### src/rtl/plab5_mcore_net_to_mem_resp_adapter_pkg.sv
// Field widths and layout helpers for memory-response and network messages
// shared by the response adapter and its entry queue.
package plab5_mcore_net_to_mem_resp_adapter_pkg;

   localparam int c_mem_resp_type_nbits = 3;

   typedef enum logic [c_mem_resp_type_nbits-1:0] {
      MEM_RESP_READ       = 3'd0,
      MEM_RESP_WRITE      = 3'd1,
      MEM_RESP_WRITE_INIT = 3'd2,
      MEM_RESP_AMO_ADD    = 3'd3,
      MEM_RESP_AMO_AND    = 3'd4,
      MEM_RESP_AMO_OR     = 3'd5
   } mem_resp_type_e;

   // Length field encodes the byte count of a full data word (0 means full width).
   function automatic int mem_resp_len_nbits(input int data_nbits);
      return $clog2(data_nbits / 8);
   endfunction

   // Memory response without its data word: {type, opaque, len}.
   function automatic int mem_resp_ctrl_nbits(input int opaque_nbits, input int data_nbits);
      return c_mem_resp_type_nbits + opaque_nbits + mem_resp_len_nbits(data_nbits);
   endfunction

   // Network message: {dest, src, net opaque, payload}.
   function automatic int net_msg_nbits(input int payload_nbits, input int opaque_nbits,
                                        input int srcdest_nbits);
      return 2 * srcdest_nbits + opaque_nbits + payload_nbits;
   endfunction

endpackage

### src/rtl/plab5_mcore_dom_queue2.sv
// Two-entry circular queue of {control, data, domain tag} with val/rdy on
// both sides; a full queue refuses enqueue even when a dequeue is pending.
module plab5_mcore_dom_queue2
   import plab5_mcore_net_to_mem_resp_adapter_pkg::*;
#(
   parameter int p_ctrl_nbits = 13,
   parameter int p_data_nbits = 32
)(
   input  logic                    clk,
   input  logic                    reset,
   input  logic                    enq_val,
   output logic                    enq_rdy,
   input  logic [p_ctrl_nbits-1:0] enq_ctrl,
   input  logic [p_data_nbits-1:0] enq_data,
   input  logic                    enq_tag,
   output logic                    deq_val,
   input  logic                    deq_rdy,
   output logic [p_ctrl_nbits-1:0] deq_ctrl,
   output logic [p_data_nbits-1:0] deq_data,
   output logic                    deq_tag
);

   logic [1:0] count_reg;
   logic       wr_ptr_reg;
   logic       rd_ptr_reg;

   logic [p_ctrl_nbits-1:0] ctrl_mem [0:1];
   logic [p_data_nbits-1:0] data_mem [0:1];
   logic                    tag_mem  [0:1];

   logic enq_fire;
   logic deq_fire;

   assign enq_rdy  = (count_reg < 2'd2);
   assign deq_val  = (count_reg != 2'd0);
   assign enq_fire = enq_val && enq_rdy;
   assign deq_fire = deq_val && deq_rdy;

   always_ff @(posedge clk) begin
      if (!reset) begin
         count_reg  <= 2'd0;
         wr_ptr_reg <= 1'b0;
         rd_ptr_reg <= 1'b0;
      end else begin
         if (enq_fire) wr_ptr_reg <= ~wr_ptr_reg;
         if (deq_fire) rd_ptr_reg <= ~rd_ptr_reg;
         if (enq_fire && !deq_fire)
            count_reg <= count_reg + 2'd1;
         else if (deq_fire && !enq_fire)
            count_reg <= count_reg - 2'd1;
      end
   end

   // Storage needs no reset: count gates visibility of every entry.
   generate
      for (genvar gi = 0; gi < 2; gi++) begin : g_entry
         always_ff @(posedge clk) begin
            if (enq_fire && (wr_ptr_reg == 1'(gi))) begin
               ctrl_mem[gi] <= enq_ctrl;
               data_mem[gi] <= enq_data;
               tag_mem[gi]  <= enq_tag;
            end
         end
      end
   endgenerate

   assign deq_ctrl = ctrl_mem[rd_ptr_reg];
   assign deq_data = data_mem[rd_ptr_reg];
   assign deq_tag  = tag_mem[rd_ptr_reg];

endmodule

### src/rtl/plab5_mcore_net_to_mem_resp_adapter.sv
// Core-side memory response receiver: drops misrouted network messages,
// strips the network header, queues responses and scrubs cross-domain data.
module plab5_mcore_net_to_mem_resp_adapter
   import plab5_mcore_net_to_mem_resp_adapter_pkg::*;
#(
   parameter int p_net_dest          = 0,
   parameter int p_num_ports         = 4,
   parameter int p_mem_opaque_nbits  = 8,
   parameter int p_mem_data_nbits    = 32,
   parameter int p_net_opaque_nbits  = 4,
   parameter int p_net_srcdest_nbits = 3,
   localparam int c_mc = mem_resp_ctrl_nbits(p_mem_opaque_nbits, p_mem_data_nbits),
   localparam int c_nc = net_msg_nbits(c_mc, p_net_opaque_nbits, p_net_srcdest_nbits)
)(
   input  logic                        clk,
   input  logic                        reset,
   input  logic                        mode,
   input  logic                        domain,
   input  logic                        in_val,
   output logic                        in_rdy,
   input  logic [c_nc-1:0]             in_msg_control,
   input  logic [p_mem_data_nbits-1:0] in_msg_data,
   output logic                        out_val,
   input  logic                        out_rdy,
   output logic [c_mc-1:0]             out_msg_control,
   output logic [p_mem_data_nbits-1:0] out_msg_data,
   output logic                        out_domain,
   output logic                        err_misroute,
   output logic [7:0]                  err_count
);

   logic [p_net_srcdest_nbits-1:0] net_dest;
   logic                           dest_ok;
   logic                           misroute_fire;
   logic                           q_enq_val;
   logic [p_mem_data_nbits-1:0]    q_deq_data;
   logic                           err_misroute_reg;
   logic [7:0]                     err_count_reg;
   logic                           unused_net_hdr;

   assign net_dest = in_msg_control[c_nc-1 -: p_net_srcdest_nbits];
   assign dest_ok  = (32'(net_dest) == p_net_dest) && (32'(net_dest) < p_num_ports);

   // Net src/opaque carry nothing the cache needs once the message has arrived.
   assign unused_net_hdr = ^in_msg_control[c_nc-p_net_srcdest_nbits-1:c_mc];

   // Misrouted messages are still consumed so they cannot wedge the network.
   assign q_enq_val     = in_val && dest_ok;
   assign misroute_fire = in_val && in_rdy && !dest_ok;

   plab5_mcore_dom_queue2 #(
      .p_ctrl_nbits (c_mc),
      .p_data_nbits (p_mem_data_nbits)
   ) u_queue (
      .clk      (clk),
      .reset    (reset),
      .enq_val  (q_enq_val),
      .enq_rdy  (in_rdy),
      .enq_ctrl (in_msg_control[c_mc-1:0]),
      .enq_data (in_msg_data),
      .enq_tag  (domain),
      .deq_val  (out_val),
      .deq_rdy  (out_rdy),
      .deq_ctrl (out_msg_control),
      .deq_data (q_deq_data),
      .deq_tag  (out_domain)
   );

   always_ff @(posedge clk) begin
      if (!reset) begin
         err_misroute_reg <= 1'b0;
         err_count_reg    <= 8'd0;
      end else begin
         err_misroute_reg <= misroute_fire;
         if (misroute_fire && (err_count_reg != 8'hFF))
            err_count_reg <= err_count_reg + 8'd1;
      end
   end

   assign err_misroute = err_misroute_reg;
   assign err_count    = err_count_reg;

   // In secure mode a consumer only sees data tagged with its own domain.
   assign out_msg_data = (mode && (out_domain != domain)) ? '0 : q_deq_data;

endmodule
### config.mk
export PLATFORM = sky130hd
export DESIGN_NAME = plab5_mcore_net_to_mem_resp_adapter
export DESIGN_NICKNAME = d
export VERILOG_FILES = /design/src/rtl/plab5_mcore_net_to_mem_resp_adapter_pkg.sv /design/src/rtl/plab5_mcore_dom_queue2.sv /design/src/rtl/plab5_mcore_net_to_mem_resp_adapter.sv
export SDC_FILE = /design/constraint.sdc
export NUM_CORES = 1
export LEC_CHECK = 0
export BUFFER_PORTS_ARGS = -buffer_cell sky130_fd_sc_hd__buf_4
export CORE_MARGIN = 4
export CORE_UTILIZATION = 32
export CTS_CLUSTER_DIAMETER = 60
export DETAILED_ROUTE_END_ITERATION = 16
export SLEW_MARGIN = 20
export SYNTH_ARGS = -nofsm -noshare
export SYNTH_HDL_FRONTEND = slang
export SYNTH_HIERARCHICAL = 1
export SYNTH_SLANG_ARGS = --single-unit
### constraint.sdc
create_clock -name clk -period 7 [get_ports clk]
set_input_delay 1.4 -clock clk [delete_from_list [all_inputs] [get_ports clk]]
set_output_delay 1.4 -clock clk [all_outputs]
set_load 0.01 [all_outputs]
[After elaboration in Yosys (flattened, before gate mapping)]
Memories as Yosys holds them, arrays and structs flattened. A register that Yosys moved wholly into a read port is not among the register bits.
Index checks and enable logic that the tools add are counted.
Widths: inputs -> output; s select.
Storage, ports and cells
  bits in registers: 13
  RAM bits: 92
  bits of input ports: 61
  output and inout port bits: 57
  logic and storage cells: 60
  memories kept: 3
Cells by class
  $add $sub $neg: 3
  magnitude comparators: 2
  equal/unequal tests: 2
  multiplexer cells: 22
  bitwise operators: 2
  reduce and logical (&&, ||, !) cells: 21
Memories
  u_queue.data_mem: words 2, width 32, read ports 1, clocked after Yosys merged registers in 1, write ports 1, line plab5_mcore_dom_queue2.sv:28  | logic [p_data_nbits-1:0] data_mem [0:1];
  u_queue.ctrl_mem: words 2, width 13, read ports 1, clocked after Yosys merged registers in 1, write ports 1, line plab5_mcore_dom_queue2.sv:27  | logic [p_ctrl_nbits-1:0] ctrl_mem [0:1];
  u_queue.tag_mem: words 2, width 1, read ports 1, clocked after Yosys merged registers in 1, write ports 1, line plab5_mcore_dom_queue2.sv:29  | logic tag_mem [0:1];
Operator list (number)
  $mux 32: 2
  $reduce_or 32->1: 1
  $mux 1: 17
  $mux 13: 1
  $reduce_or 13->1: 1
  $logic_and 1x1->1: 12
  $add 8x1->8 const B: 1
  $ne 8x8->1 const B: 1
  $mux 2: 2
  $reduce_bool 2->1: 2
  $logic_not 1->1: 3
  $logic_not 3->1: 1
  $lt 3x3->1 const B: 1
  $add 2x1->2 const B: 1
  $lt 2x2->1 const B: 1
  $not 1->1: 2
  $sub 2x1->2 const B: 1
  $ne 1x1->1: 1
  $reduce_or 1->1: 1

[Logic depth before layout (Yosys ltp)]
  depth in word-level cells: 9
  gate-level depth with buffers: 7
  gate-level depth less buffers: 6

[Hierarchy]
Netlist, hierarchy kept.
By module, submodules not included
  plab5_mcore_dom_queue2: times used 1, cells an instance 166, area an instance 3540.9 um2, sequential area each 2862.7 um2
  plab5_mcore_net_to_mem_resp_adapter: times used 1, cells an instance 82, area an instance 674.4 um2, sequential area each 180.2 um2

[Worst setup path before layout]
OpenSTA, ideal clock, no wires.
  path kind: input-to-reg
  start point: in in_msg_control[21]
  end point: mem u_queue.ctrl_mem[1][0] (enable)
  arrival: 3.034 ns
  setup slack: 3.558 ns
  cell stages on the path: 3
  path through: nor4b_1 -> nor2b_1 -> and2_1
Between the ends
  word-level cells in the longest chain between the ends: 9
  elaborated cells on any way between the ends: 14
  classes of those cells: order compare (1); mux (6); reduce/logical (7)
RTL lines
  start, declared: line plab5_mcore_net_to_mem_resp_adapter.sv:21  | input logic [c_nc-1:0] in_msg_control,
  $lt 3x3->1 / $logic_not 3->1 (equally long branches): line plab5_mcore_net_to_mem_resp_adapter.sv:42  | assign dest_ok = (32'(net_dest) == p_net_dest) && (32'(net_dest) < p_num_ports);
  $logic_and 1x1->1 *: line plab5_mcore_net_to_mem_resp_adapter.sv:42
  $logic_and 1x1->1 *: line plab5_mcore_net_to_mem_resp_adapter.sv:48  | assign q_enq_val = in_val && dest_ok;
  $logic_and 1x1->1 *: line plab5_mcore_dom_queue2.sv:36  | assign enq_fire = enq_val && enq_rdy;
  net u_queue.enq_fire: line plab5_mcore_dom_queue2.sv:31  | logic enq_fire;
  $logic_and 1x1->1: line plab5_mcore_dom_queue2.sv:58  | if (enq_fire && (wr_ptr_reg == 1'(gi))) begin
  $mux 1: line plab5_mcore_dom_queue2.sv:58
  $mux 1 (implied by the code): line plab5_mcore_dom_queue2.sv:59  | ctrl_mem[gi] <= enq_ctrl;
  $reduce_or 13->1 (no line)
  $mux 1 (no line)
  end, declared: line plab5_mcore_dom_queue2.sv:27
Mark *: on every way through the listed nets, which the timed path passes. The rest lies on a longest branch.

==> impl_metrics.toml <==
[grt]
grt_pass1_wl_um = 12300
grt-ovfl-total = 0
grt_pass1_vias = 2467
grt_max_degree = 47
antenna_found_initial = 0
grt_use_total = 0.110

[sta]
period_share = 0.613
setup_slack_ps = 2710
worstMarginPinSlew_ps = 950
slew_headroom = 0.365
skew_ps = 6.15
layout_min_cycle_time_ps = 4290
tns_ps = 0
setup_viol = 0
rsz0062_at_grt = "no"
max_freq_ghz = 0.233
hold_viol = 0
finalMaxSlewViolations = 0

[synth]
yosysTopAreaCellShare = 0.655
synth_edf_count = 92
synth_common_cells = "92 x edfxtp_1, 46 x mux2_2, 36 x and2_1"
yosysTopAreaCell = "edfxtp_1"
yosysMostFrequentCell = "edfxtp_1"
synthCells = 248
synth_nets = 311
ys_seq_area_frac = 0.722
synth_ff_type = "edfxtp_1"
synth_cell_types = 33
yosys-top-cells-area = "edfxtp_1 66%, mux2_2 12%, dfxtp_1 6.6%"
yosys_warnings = 6
syn_area_per_cell_um2 = 17.0
synth_area_um2 = 4220
async_reset_ff_frac = 0
synth_seq_cells = 106

[finish]
multi_input_area_um2 = 1120
nets = 427
ff_latch_area_um2 = 3040
syn2layout_area_growth_pct = 31.3
drive_above_1_share = 0.501
fillers = 1159
largest_reg_flops = 64
diodes = 0
stdcell_count = 541

[drt]
drc = 0
viasPerCell = 4.43
drt_iter0_drc = 149
detail-route-antenna-nets = 0
routedWlPerCell_um = 15.0
num_vias = 2396
drt_first_pass_iters = 4
wirelength_um = 8130

[setup_path]
critPathTopFamily = "simple AND/OR/NAND/NOR gates"
critPathSlowestCell = "nand2_1"
cpMostUsedCell = "buf_4"
cp_cell_sequence = "buf_4, mux2_2, xor2_1, nand2_1, and2_1, buf_4"
max_stage_delay_ps = 570
start_kind = "register"
cp_num_buf_inv = 2
path_max_fanout = 46
end_kind = "primary output"
crit_arrival_ps = 2890
worstPathRequired_ps = 5600
worst-setup-path-type = "register to primary output"

[die]
design.core.area_um2 = 12800
die_area_um2 = 15100
die_w_um = 123
rows = 41
start_util = 0.330
io_pins = 118
die_h_um = 123

[job]
cap_violations = 0

[clock_tree]
clock_latency_ps = 350
cts.reportedPaths.clkPinSlew_ps = 60
root_buffer = "clkbuf_16"
cts.path.max_buffers = 2
hold_buffers = 0
cts_resized = 0
clock-sinks = 106
cts_tree = "done"
postCtsSetupBuffers = 0
numCtsBuffers = 9
h-tree-depth = 3

[placed_design]
pre_cts_ws_ps = 2710
gp_congestion = 0.786
port_buffers = 110
dpl.hpwl_um = 5330
placed_cells = 525

[pwr]
ir_worst_vdd_mv = 0.130
power_density_nw_per_um2 = 284
p_leak_nw = 2.07

[status]
status = "complete, no violations"

[min_path]
hp-class = "register to register"
## worst register-to-register path, stage by stage (launching register included)
cell and delay, ps:
dfxtp_1 350, nor2b_1 240, and2b_2 510, buf_4 470
## power by group
part,switching [mW],internal [mW]
Clock,0.215,0.278
Combinational,0.158,0.202
Sequential,0.0116,0.708
## placed cells by master (no fill, tap or decap), types with 2 or more instances in the layout
cell type	n
nand3_1	2
mux2i_1	3
clkinvlp_4	2
xor2_1	6
nand4_2	2
and2_2	2
nor2_1	7
clkinv_4	2
edfxtp_1	92
nand2_1	2
ha_1	2
and3_1	3
o21ai_0	2
o211ai_1	2
buf_4	113
xnor2_1	2
clkbuf_16	9
dfxtp_1	13
inv_1	3
and2_1	35
mux2_2	46
nand4_1	2
nor2b_1	2
## final cells by class
cell class	instances	area share
tap	172	0.0389
sequential	106	0.550
timing repair buffer	113	0.153
multi-input combinational	131	0.202
inverter	3	0.00204
clock buffer	10	0.0414
clock inverter	6	0.0122
## cells by family (layout without fill, tap and decap cells)
| kind of cell | after synthesis | after routing | synth area share |
|---|---|---|---|
| XOR/XNOR | 8 | 8 | 0.0166 |
| AND/OR/NAND/NOR | 62 | 62 | 0.0911 |
| buffers and inverters | 11 | 132 | 0.0137 |
| flip-flops | 106 | 106 | 0.722 |
| adder cells (fa/ha/maj) | 2 | 2 | 0.00594 |
| multiplexers | 49 | 49 | 0.130 |
| AO/OA/AOI/OAI | 10 | 10 | 0.0208 |
## path summary, 6_finish.rpt
kind	start	end	slack [ps]	cells past startpoint
worst max-delay path	register	out_msg_data[18]	2710	6
worst min-delay path	u_queue/count_reg[1]	u_queue/count_reg[1]	540	2
worst max register to register	u_queue/count_reg[1]	u_queue/data_mem[0][10]	5060	3
worst min register to register	u_queue/count_reg[1]	u_queue/count_reg[1]	540	2
## metrics by stage
step | utilization | total power [mW] | hold WS (ps) | cell area (um2)
floorplan | - | 0.949 | 491 | 4220
detailed placement | 0.410 | 1.10 | 536 | 5240
global route | 0.433 | 1.66 | 608 | 5530
finish | 0.433 | 1.57 | 542 | 5530
CTS | 0.433 | 1.61 | 548 | 5530
global placement | 0.410 | 1.10 | 517 | 5240
## routing by layer
metal / share of wire / routed length, um / up-vias / track usage
met5: 0 / 0 / - / 0
met4: 0.015 / 122 / 0 / 0.0420
met1: 0.42 / 3390 / 1152 / 0.131
met2: 0.47 / 3830 / 80 / 0.170
met3: 0.096 / 782 / 13 / 0.0567
li1: - / - / 1151 / -
No activity file was read; power rests on OpenSTA's default activity.
